## config.mk

```make
export PLATFORM = sky130hd
export DESIGN_NAME = microsequencer
export DESIGN_NICKNAME = d
export VERILOG_FILES = /design/src/rtl/ucode_pkg.sv /design/src/rtl/dispatch_decode.sv /design/src/rtl/microsequencer.sv
export SDC_FILE = /design/constraint.sdc
export NUM_CORES = 1
export LEC_CHECK = 0
export CAP_MARGIN = 20
export CORE_MARGIN = 4
export CORE_UTILIZATION = 42
export CTS_BUF_LIST = sky130_fd_sc_hd__clkbuf_4
export DETAILED_ROUTE_END_ITERATION = 10
export PLACE_DENSITY = 0.75
export SETUP_SLACK_MARGIN = 0.02
export SLEW_MARGIN = 30
export SYNTH_ARGS = -nofsm -noshare
export SYNTH_HDL_FRONTEND = slang
export SYNTH_HIERARCHICAL = 1
export SYNTH_SLANG_ARGS = --single-unit
```

## constraint.sdc

```tcl
create_clock -name clock -period 5.3 [get_ports clock]
set_input_delay 0.53 -clock clock [delete_from_list [all_inputs] [get_ports clock]]
set_output_delay 0.53 -clock clock [all_outputs]
set_load 0.05 [all_outputs]
```

## src/rtl/ucode_pkg.sv

```systemverilog
// Shared definitions for the microsequencer: controlword layout, field encodings,
// opcode values, micro-state addresses and sequencer FSM states.
package ucode_pkg;

  localparam int CW_W = 25;

  localparam int ASRC_MSB    = 24, ASRC_LSB    = 22;
  localparam int ADEST_MSB   = 21, ADEST_LSB   = 20;
  localparam int BSRC_MSB    = 19, BSRC_LSB    = 17;
  localparam int BDEST_MSB   = 16, BDEST_LSB   = 14;
  localparam int ALU_MSB     = 13, ALU_LSB     = 11;
  localparam int MEMCNTL_MSB = 10, MEMCNTL_LSB = 8;
  localparam int IRECNTL_BIT = 7;
  localparam int NSSEL_MSB   = 6,  NSSEL_LSB   = 5;
  localparam int DBIN_MSB    = 4,  DBIN_LSB    = 0;

  typedef struct packed {
    logic [2:0] asrc;
    logic [1:0] adest;
    logic [2:0] bsrc;
    logic [2:0] bdest;
    logic [2:0] alu;
    logic [2:0] memcntl;
    logic       irecntl;
    logic [1:0] nssel;
    logic [4:0] dbin;
  } cw_t;

  typedef enum logic [1:0] {
    NS_DBIN = 2'b00,
    NS_OPC  = 2'b01,
    NS_MODE = 2'b10,
    NS_ZBR  = 2'b11
  } nssel_e;

  localparam logic [2:0] MEM_NONE = 3'b000;
  localparam logic [2:0] MEM_IRF  = 3'b010;

  localparam logic [3:0] OP_LDR  = 4'd0;
  localparam logic [3:0] OP_STR  = 4'd1;
  localparam logic [3:0] OP_OPR  = 4'd2;
  localparam logic [3:0] OP_POP  = 4'd3;
  localparam logic [3:0] OP_PUSH = 4'd4;
  localparam logic [3:0] OP_BRZ  = 4'd5;
  localparam logic [3:0] OP_LDM  = 4'd6;
  localparam logic [3:0] OP_STM  = 4'd7;
  localparam logic [3:0] OP_OPM  = 4'd8;
  localparam logic [3:0] OP_TST  = 4'd9;

  localparam logic [4:0] start0 = 5'd0;
  localparam logic [4:0] abdm1  = 5'd1;
  localparam logic [4:0] brzz1  = 5'd9;
  localparam logic [4:0] ldrm1  = 5'd10;
  localparam logic [4:0] strm1  = 5'd11;
  localparam logic [4:0] oprm1  = 5'd12;
  localparam logic [4:0] test1  = 5'd14;
  localparam logic [4:0] ldrr1  = 5'd15;
  localparam logic [4:0] strr1  = 5'd16;
  localparam logic [4:0] oprr1  = 5'd17;
  localparam logic [4:0] popr1  = 5'd19;
  localparam logic [4:0] push1  = 5'd21;
  localparam logic [4:0] start1 = 5'd23;

  // Highest implemented micro-state; anything above is an illegal target.
  localparam logic [4:0] USTATE_LAST = 5'd23;

  localparam int WAIT_MAX_DEFAULT = 15;

  typedef enum logic [1:0] {
    FETCH = 2'd0,
    EXEC  = 2'd1,
    WAIT  = 2'd2
  } seq_state_e;

endpackage

```

## src/rtl/dispatch_decode.sv

```systemverilog
// Opcode and mode dispatch tables; purely combinational, no state.
module dispatch_decode
  import ucode_pkg::*;
(
  input  logic [3:0] op,
  input  logic       mode_sel,
  output logic [4:0] target,
  output logic       bad
);

  // NOTE: every output gets a default before the case so no path leaves it unassigned,
  // otherwise synthesis would infer a latch to hold the old value.
  always_comb begin
    target = start0;
    bad    = 1'b0;
    if (!mode_sel) begin
      case (op)
        OP_LDR:                         target = ldrr1;
        OP_STR:                         target = strr1;
        OP_OPR:                         target = oprr1;
        OP_POP:                         target = popr1;
        OP_PUSH:                        target = push1;
        OP_BRZ:                         target = brzz1;
        OP_LDM, OP_STM, OP_OPM, OP_TST: target = abdm1;
        default:                        bad    = 1'b1;
      endcase
    end else begin
      case (op)
        OP_LDM:  target = ldrm1;
        OP_STM:  target = strm1;
        OP_OPM:  target = oprm1;
        OP_TST:  target = test1;
        default: bad    = 1'b1;
      endcase
    end
  end

endmodule

```

## src/rtl/microsequencer.sv

```systemverilog
// Three-state microsequencer: FETCH covers control-store latency, EXEC/WAIT
// commit the current controlword and select the next micro-address.
module microsequencer
  import ucode_pkg::*;
#(
  parameter int WAIT_MAX = WAIT_MAX_DEFAULT
) (
  input  logic        clock,
  input  logic        reset,
  input  logic [24:0] controlword,
  input  logic [3:0]  edb_op,
  input  logic        zflag,
  input  logic        mem_ready,
  output logic [4:0]  address,
  output logic        exec_en,
  output logic        illegal,
  output logic        timeout
);

  localparam int CNT_W = $clog2(WAIT_MAX + 1);

  cw_t cw;
  assign cw = controlword;

  // Datapath fields pass through to the datapath, not to sequencing.
  logic unused_cw_fields;
  assign unused_cw_fields = ^{cw.asrc, cw.adest, cw.bsrc, cw.bdest, cw.alu, cw.irecntl};

  seq_state_e       state_q, state_d;
  logic [3:0]       op_q;
  logic [CNT_W-1:0] wait_cnt;

  logic       mem_pending, ir_fetch;
  logic [3:0] op_eff;
  logic [4:0] disp_target;
  logic       disp_bad;
  logic [4:0] raw_next, next_addr;
  logic       next_bad;
  logic       commit, abort, bad_state;

  assign mem_pending = (cw.memcntl != MEM_NONE) && !mem_ready;
  assign ir_fetch    = (cw.memcntl == MEM_IRF);
  // Same-word IR fetch and dispatch must see the opcode arriving on the bus now.
  assign op_eff      = ir_fetch ? edb_op : op_q;

  dispatch_decode u_dispatch (
    .op       (op_eff),
    .mode_sel (cw.nssel == NS_MODE),
    .target   (disp_target),
    .bad      (disp_bad)
  );

  always_comb begin
    raw_next = cw.dbin;
    next_bad = 1'b0;
    case (cw.nssel)
      NS_DBIN: raw_next = cw.dbin;
      NS_OPC,
      NS_MODE: begin
        raw_next = disp_target;
        next_bad = disp_bad;
      end
      NS_ZBR:  raw_next = {cw.dbin[4:1], zflag};
      default: raw_next = cw.dbin;
    endcase
    next_addr = raw_next;
    if (raw_next > USTATE_LAST) begin
      next_addr = start0;
      next_bad  = 1'b1;
    end
  end

  always_comb begin
    state_d   = state_q;
    commit    = 1'b0;
    abort     = 1'b0;
    bad_state = 1'b0;
    case (state_q)
      FETCH: state_d = EXEC;
      EXEC: begin
        if (mem_pending) begin
          state_d = WAIT;
        end else begin
          commit  = 1'b1;
          state_d = FETCH;
        end
      end
      WAIT: begin
        if (!mem_pending) begin
          commit  = 1'b1;
          state_d = FETCH;
        end else if (wait_cnt == CNT_W'(WAIT_MAX)) begin
          abort   = 1'b1;
          state_d = FETCH;
        end
      end
      default: begin
        bad_state = 1'b1;
        state_d   = FETCH;
      end
    endcase
  end

  // A commit suppressed by reset must not reach the datapath either.
  assign exec_en = commit && !reset;

  // NOTE: sequential state uses non-blocking assignments so every register samples
  // the pre-edge values; blocking here would create order-dependent simulation races.
  always_ff @(posedge clock) begin
    if (reset) begin
      state_q  <= FETCH;
      address  <= start0;
      op_q     <= '0;
      wait_cnt <= '0;
      illegal  <= 1'b0;
      timeout  <= 1'b0;
    end else begin
      state_q <= state_d;
      if (commit) begin
        address <= next_addr;
      end else if (abort || bad_state) begin
        address <= start0;
      end
      if (commit && ir_fetch) begin
        op_q <= edb_op;
      end
      if (state_q == EXEC && state_d == WAIT) begin
        wait_cnt <= '0;
      end else if (state_q == WAIT) begin
        wait_cnt <= wait_cnt + CNT_W'(1);
      end
      illegal <= illegal || (commit && next_bad) || bad_state;
      timeout <= timeout || abort;
    end
  end

endmodule

```

=== Word level (Yosys, flattened, before mapping) ===
Cells that the tools add are included.

* Flip-flop bits (word level): 17
* Input port bits: 33
* Output and inout bits: 8
* Word-level logic and storage cells: 70

* Add/subtract/negate cells: 1
* Magnitude comparators: 1
* Equality and inequality tests: 17
* Muxes and demuxes: 23
* Reduce and logical (&&, ||, !) cells: 22

{| class="wikitable"
|+ Operator list
! kind !! count
|-
| $pmux 5 s7 || 1
|-
| $mux 5 || 4
|-
| $eq 4x3->1 const B || 4
|-
| $pmux 4 s4 || 1
|-
| $pmux 5 s3 || 1
|-
| $eq 4x4->1 const B || 3
|-
| $mux 1 || 11
|-
| $reduce_or 10->1 || 1
|-
| $eq 2x2->1 const B || 4
|-
| $eq 4x2->1 const B || 2
|-
| $mux 2 || 3
|-
| $pmux 2 s3 || 1
|-
| $reduce_or 2->1 || 3
|-
| $gt 5x5->1 const B || 1
|-
| $logic_and 1x1->1 || 5
|-
| $add 4x1->4 const B || 1
|-
| $eq 2x1->1 const B || 2
|-
| $eq 4x1->1 const B || 1
|-
| $logic_not 2->1 || 2
|-
| $logic_not 4->1 || 1
|-
| $logic_or 1x1->1 || 4
|-
| $mux 4 || 1
|-
| $reduce_or 4->1 || 1
|-
| $eq 3x2->1 const B || 1
|-
| other kinds (4) || 5
|}

=== Depth between registers and ports, before layout ===
* Depth after elaboration: 12
* Mapped depth: 9
* Gate-level depth less buffers: 8

=== By module ===
The synthesis kept the hierarchy.

{| class="wikitable"
|+ Modules (own cells, without submodules)
! module !! instances !! cells each !! area each (um^2) !! sequential area each (um^2)
|-
| microsequencer || 1 || 92 || 913.4 || 340.3
|-
| dispatch_decode || 1 || 33 || 202.7 || 0.0
|}

=== Worst setup path after synthesis ===
No wires, ideal clock.

* Kind: in2reg
* Start point: input port controlword[10]
* End point: register address[4]
* Setup time: 117 ps
* Arrival time: 2198 ps
* Required time: 5183 ps
* Slack: 2985 ps
* Stages on the path: 9
* Buffers on the path: 1
* Cell sequence: nor3b_2 -> mux2_2 -> buf_6 -> nor4bb_1 -> a21oi_1 -> o21ai_1 -> a22o_1 -> inv_1 -> a32o_1

* Cells in the longest elaborated chain, start to end: 10
* Elaborated cells on any way between the ends: 28
* Those cells by class: order compare: 1; eq/ne: 10; mux: 11; reduce/logical: 6

{| class="wikitable"
|+ RTL lines
! what !! line !! RTL
|-
| from (decl) || microsequencer.sv:10 || <nowiki>input logic [24:0] controlword,</nowiki>
|-
| $eq 3x2->1 (*) || microsequencer.sv:42 || <nowiki>assign ir_fetch = (cw.memcntl == MEM_IRF);</nowiki>
|-
| $mux 4 (*) || microsequencer.sv:44 || <nowiki>assign op_eff = ir_fetch ? edb_op : op_q;</nowiki>
|-
| named net op_eff[1] || microsequencer.sv:34 || <nowiki>logic [3:0] op_eff;</nowiki>
|-
| $eq 4x3->1 / $eq 4x4->1 (equally long branches) || dispatch_decode.sv:17, dispatch_decode.sv:28 ||
|-
| $reduce_or 4->1 (no source line) || -- ||
|-
| $pmux 5 s7 || dispatch_decode.sv:17 || <nowiki>case (op)</nowiki>
|-
| $mux 5 (*) || dispatch_decode.sv:16 || <nowiki>if (!mode_sel) begin</nowiki>
|-
| named net disp_target[3] || microsequencer.sv:35 || <nowiki>logic [4:0] disp_target;</nowiki>
|-
| $pmux 5 s3 (*) || microsequencer.sv:56 || <nowiki>case (cw.nssel)</nowiki>
|-
| $gt 5x5->1 (*) || microsequencer.sv:67 || <nowiki>if (raw_next > USTATE_LAST) begin</nowiki>
|-
| $mux 5 (*) || microsequencer.sv:67 ||
|-
| $mux 5 (*) || microsequencer.sv:119 || <nowiki>if (commit) begin</nowiki>
|-
| to (signal assigned) || microsequencer.sv:112 || <nowiki>address <= start0;</nowiki>
|-
| to (signal assigned) || microsequencer.sv:120 || <nowiki>address <= next_addr;</nowiki>
|-
| to (signal assigned) || microsequencer.sv:122 || <nowiki>address <= start0;</nowiki>
|-
| to (decl) || microsequencer.sv:14 || <nowiki>output logic [4:0] address,</nowiki>
|}

The timed path passes the listed nets; every way through them passes the cells marked *.
A chain may end at the register's enable or synchronous reset.

=== Worst setup path after layout ===
* Start point: input port controlword[10]
* End point: output port exec_en

* Cells in the longest elaborated chain, start to end: 5

{| class="wikitable"
|+ RTL lines
! what !! line !! RTL
|-
| $reduce_bool 3->1 || microsequencer.sv:41 || <nowiki>assign mem_pending = (cw.memcntl != MEM_NONE) && !mem_ready;</nowiki>
|-
| $logic_and 1x1->1 || microsequencer.sv:41 ||
|-
| $mux 1 || microsequencer.sv:81, microsequencer.sv:89 ||
|-
| $mux 1 || -- ||
|-
| $logic_and 1x1->1 || microsequencer.sv:105 || <nowiki>assign exec_en = commit && !reset;</nowiki>
|-
| to (decl) || microsequencer.sv:15 || <nowiki>output logic exec_en,</nowiki>
|}

Every way passes these cells.

==> out/qor.yml <==
worst_setup_path:
  worstReg2RegEnd: "address[4]"
  cp-end-kind: "primary output"
  cp_slowest_cell: "clkdlybuf4s50_1"
  crit_family: "buffers and inverters"
  critPathKind: "input port to primary output"
  cp_max_fo: 5
  slowest_delay_ns: 0.81
  cp.depth: 5
  critPathLaunchType: "input port"
  crit_chain: "clkdlybuf4s50_1, nor3_2, o21ai_1, inv_1, clkdlybuf4s50_1"
  cp.arrival_ns: 2.45
  critPathCapture: "exec_en"
  crit_start: "controlword[10]"
  r2r-start: "op_q[1]"
  required_ns: 4.77
  crit_top_cell: "clkdlybuf4s50_1"
  rrSetupSlack_ns: 3.55
  path_buf_inv: 3
  rr_worst_depth: 7
yosys:
  ys_top_cells_by_area: "dfxtp_1, ha_1, nor2_1, a22o_1, mux2i_1"
  synth_most_common_cell: "nor2_1"
  syn_nets: 166
  postSynth.asyncResetShare_pct: 0
  synth_common_cells: "nor2_1, dfxtp_1, inv_1, ha_1, a22o_1"
  netlist_instances: 125
  ys_ff_latch: 17
  synth_top_area_share_pct: 30.5
  avgSynthCellArea_um2: 8.93
  syn_area_mm2: 0.00112
  yosysUniqueCellTypes: 39
  yosys_warnings: 6
  synth_edf_count: 0
  yosysSeqAreaShare_pct: 30.5
  synth_top_area_cell: "dfxtp_1"
  synthFlopType: "dfxtp_1"
clock_network:
  cts_hold_repair.buffers: 0
  post_cts_buffers: 0
  cts_num_sinks: 17
  clk_latency_ns: 0.28
  clk_pin_slew_ns: 0.10
  post_cts_resize_count: 0
  clk_path_buf_depth: 2
  cts-root-buf: "clkbuf_4"
  htree_levels: 1
  cts_tree: "done"
  cts_made_buffers: 3
power:
  p_leak_uw: 0.000537
  p_per_area_mw_per_mm2: 206
  ir_drop_mv: 0.119
drt:
  first_pass_iters: 4
  drtIter0Drc: 38
  detail-route-antenna-nets: 0
  via_per_inst: 5.36
  route.detailed.drc: 0
  vias: 960
  post_drt_wl_per_cell_um: 12.8
  route.final.wire_length_mm: 2.29
timing:
  rsz0062_at_grt: "no"
  slew_headroom_pct: 66.2
  fin_skew_ns: 0.00536
  hold-worst-slack_ns: 0.484
  fmax_mhz: 335
  final.period_utilization_pct: 56.2
  fin_crit_ns: 2.98
  finalSetupTns_ns: 0
  slew_violations: 0
  finalHoldViolCount: 0
  setup_violations: 0
  worstMarginPinSlew_ns: 0.506
floorplan:
  dieArea_mm2: 0.00355
  coreArea_mm2: 0.00250
  die_h_um: 59.6
  initial_utilization_pct: 44.6
  dieWidth_um: 59.6
  io_pins: 41
  rows: 18
global_routing:
  antenna_found_initial: 0
  grt_use_total_pct: 13.9
  grt_pass1_vias: 949
  overflow: 0
  grt_pass1_wl_mm: 3.81
  grt_start_max_net_pins: 13
cells_and_area:
  seq_area_um2: 340
  final_layout_size_suffix_gt1_share_pct: 11.4
  antenna_cells: 0
  multi_input_comb_area_um2: 694
  nNetsFinal: 191
  fillers: 232
  syn_to_final_growth_pct: 24.6
placed_design:
  dp_hpwl_mm: 1.85
  io_buffers: 25
  place_congestion: 0.842
run_status:
  status: "complete, no violations"
flow_run:
  maxCapViolCount: 0
hold_path:
  hp-class: "register to register"
[cells in the final DEF (no fill, tap or decap), types with 2 or more instances in the layout]
master and n:
dfxtp_1 17, clkbuf_4 4, inv_1 9, a22o_1 7, nand2b_1 3, nor3_1 2
a22oi_1 2, a31oi_1 4, xor2_1 2, nor3_2 2, o21ai_1 3, or2_1 2
nand2_1 3, a32o_1 2, xnor2_1 2, clkdlybuf4s50_1 25, mux2i_1 5, nor2_1 18
o21ai_0 2, nor2b_1 3, ha_1 8, mux2_2 4, a21oi_1 4
[cells by family (layout without fill, tap and decap cells)]
logic type	count (synthesis)	count (layout)	synth area share [%]
XOR/XNOR	4	4	3.14
AO/OA/AOI/OAI	29	29	18.6
flip-flops	17	17	30.5
buffers and inverters	15	39	7.29
adder cells (fa/ha/maj)	8	8	8.97
multiplexers	9	9	8.52
AND/OR/NAND/NOR	43	43	23.0
[area by class of cell]
cell class	count	share of cell area (%)
multi-input combinational	93	50.0
sequential	17	24.5
timing repair buffer	25	18.0
inverter	10	2.70
tap	30	2.70
clock buffer	4	2.16
[flip-flops by register name, summed over array words and instances, names as in the netlist]
| signal | flops |
|---|---|
| address | 5 |
| illegal | 1 |
| op_q | 4 |
| state_q | 2 |
| timeout | 1 |
| wait_cnt | 4 |
[report_power, final]
group	switching (µW)	leakage [µW]	internal [µW]
Combinational	41.3	0.000381	36.9
Clock	39.0	0.0000184	34.3
Sequential	2.61	0.000138	132
Total	83.0	0.000537	203
[through the flow]
step                      std cells  utilization, %  area, µm²  setup WS (ns)  power [µW]
after global routing            179            55.6       1390           2.22         301
after floorplan                 125               -       1120           2.98         189
after detailed placement        175            54.4       1360           2.31         216
final                           179            55.6       1390           2.32         286
after global placement          175            54.4       1360           2.33         213
after CTS                       179            55.6       1390           2.32         289
[worst min-delay path by stage]
stage          cells after the start          to  startpoint
2_1_floorplan                      2     op_q[0]     op_q[0]
3_3_place_gp                       2     timeout     timeout
3_5_place_dp                       1  address[2]  address[2]
4_1_cts                            1  address[3]  address[3]
5_1_grt                            1  address[3]  address[3]
6_report                           1  address[3]  address[3]
[routing by layer]
metal  wire length (µm)  vias up  GRT usage [%]
met5                  0        -              0
met4                 27        0           6.65
met3                 81        2           1.74
met2               1180       18           25.4
met1               1000      446           15.7
li1                   -      494              -
(Power assumes the default switching activity.)
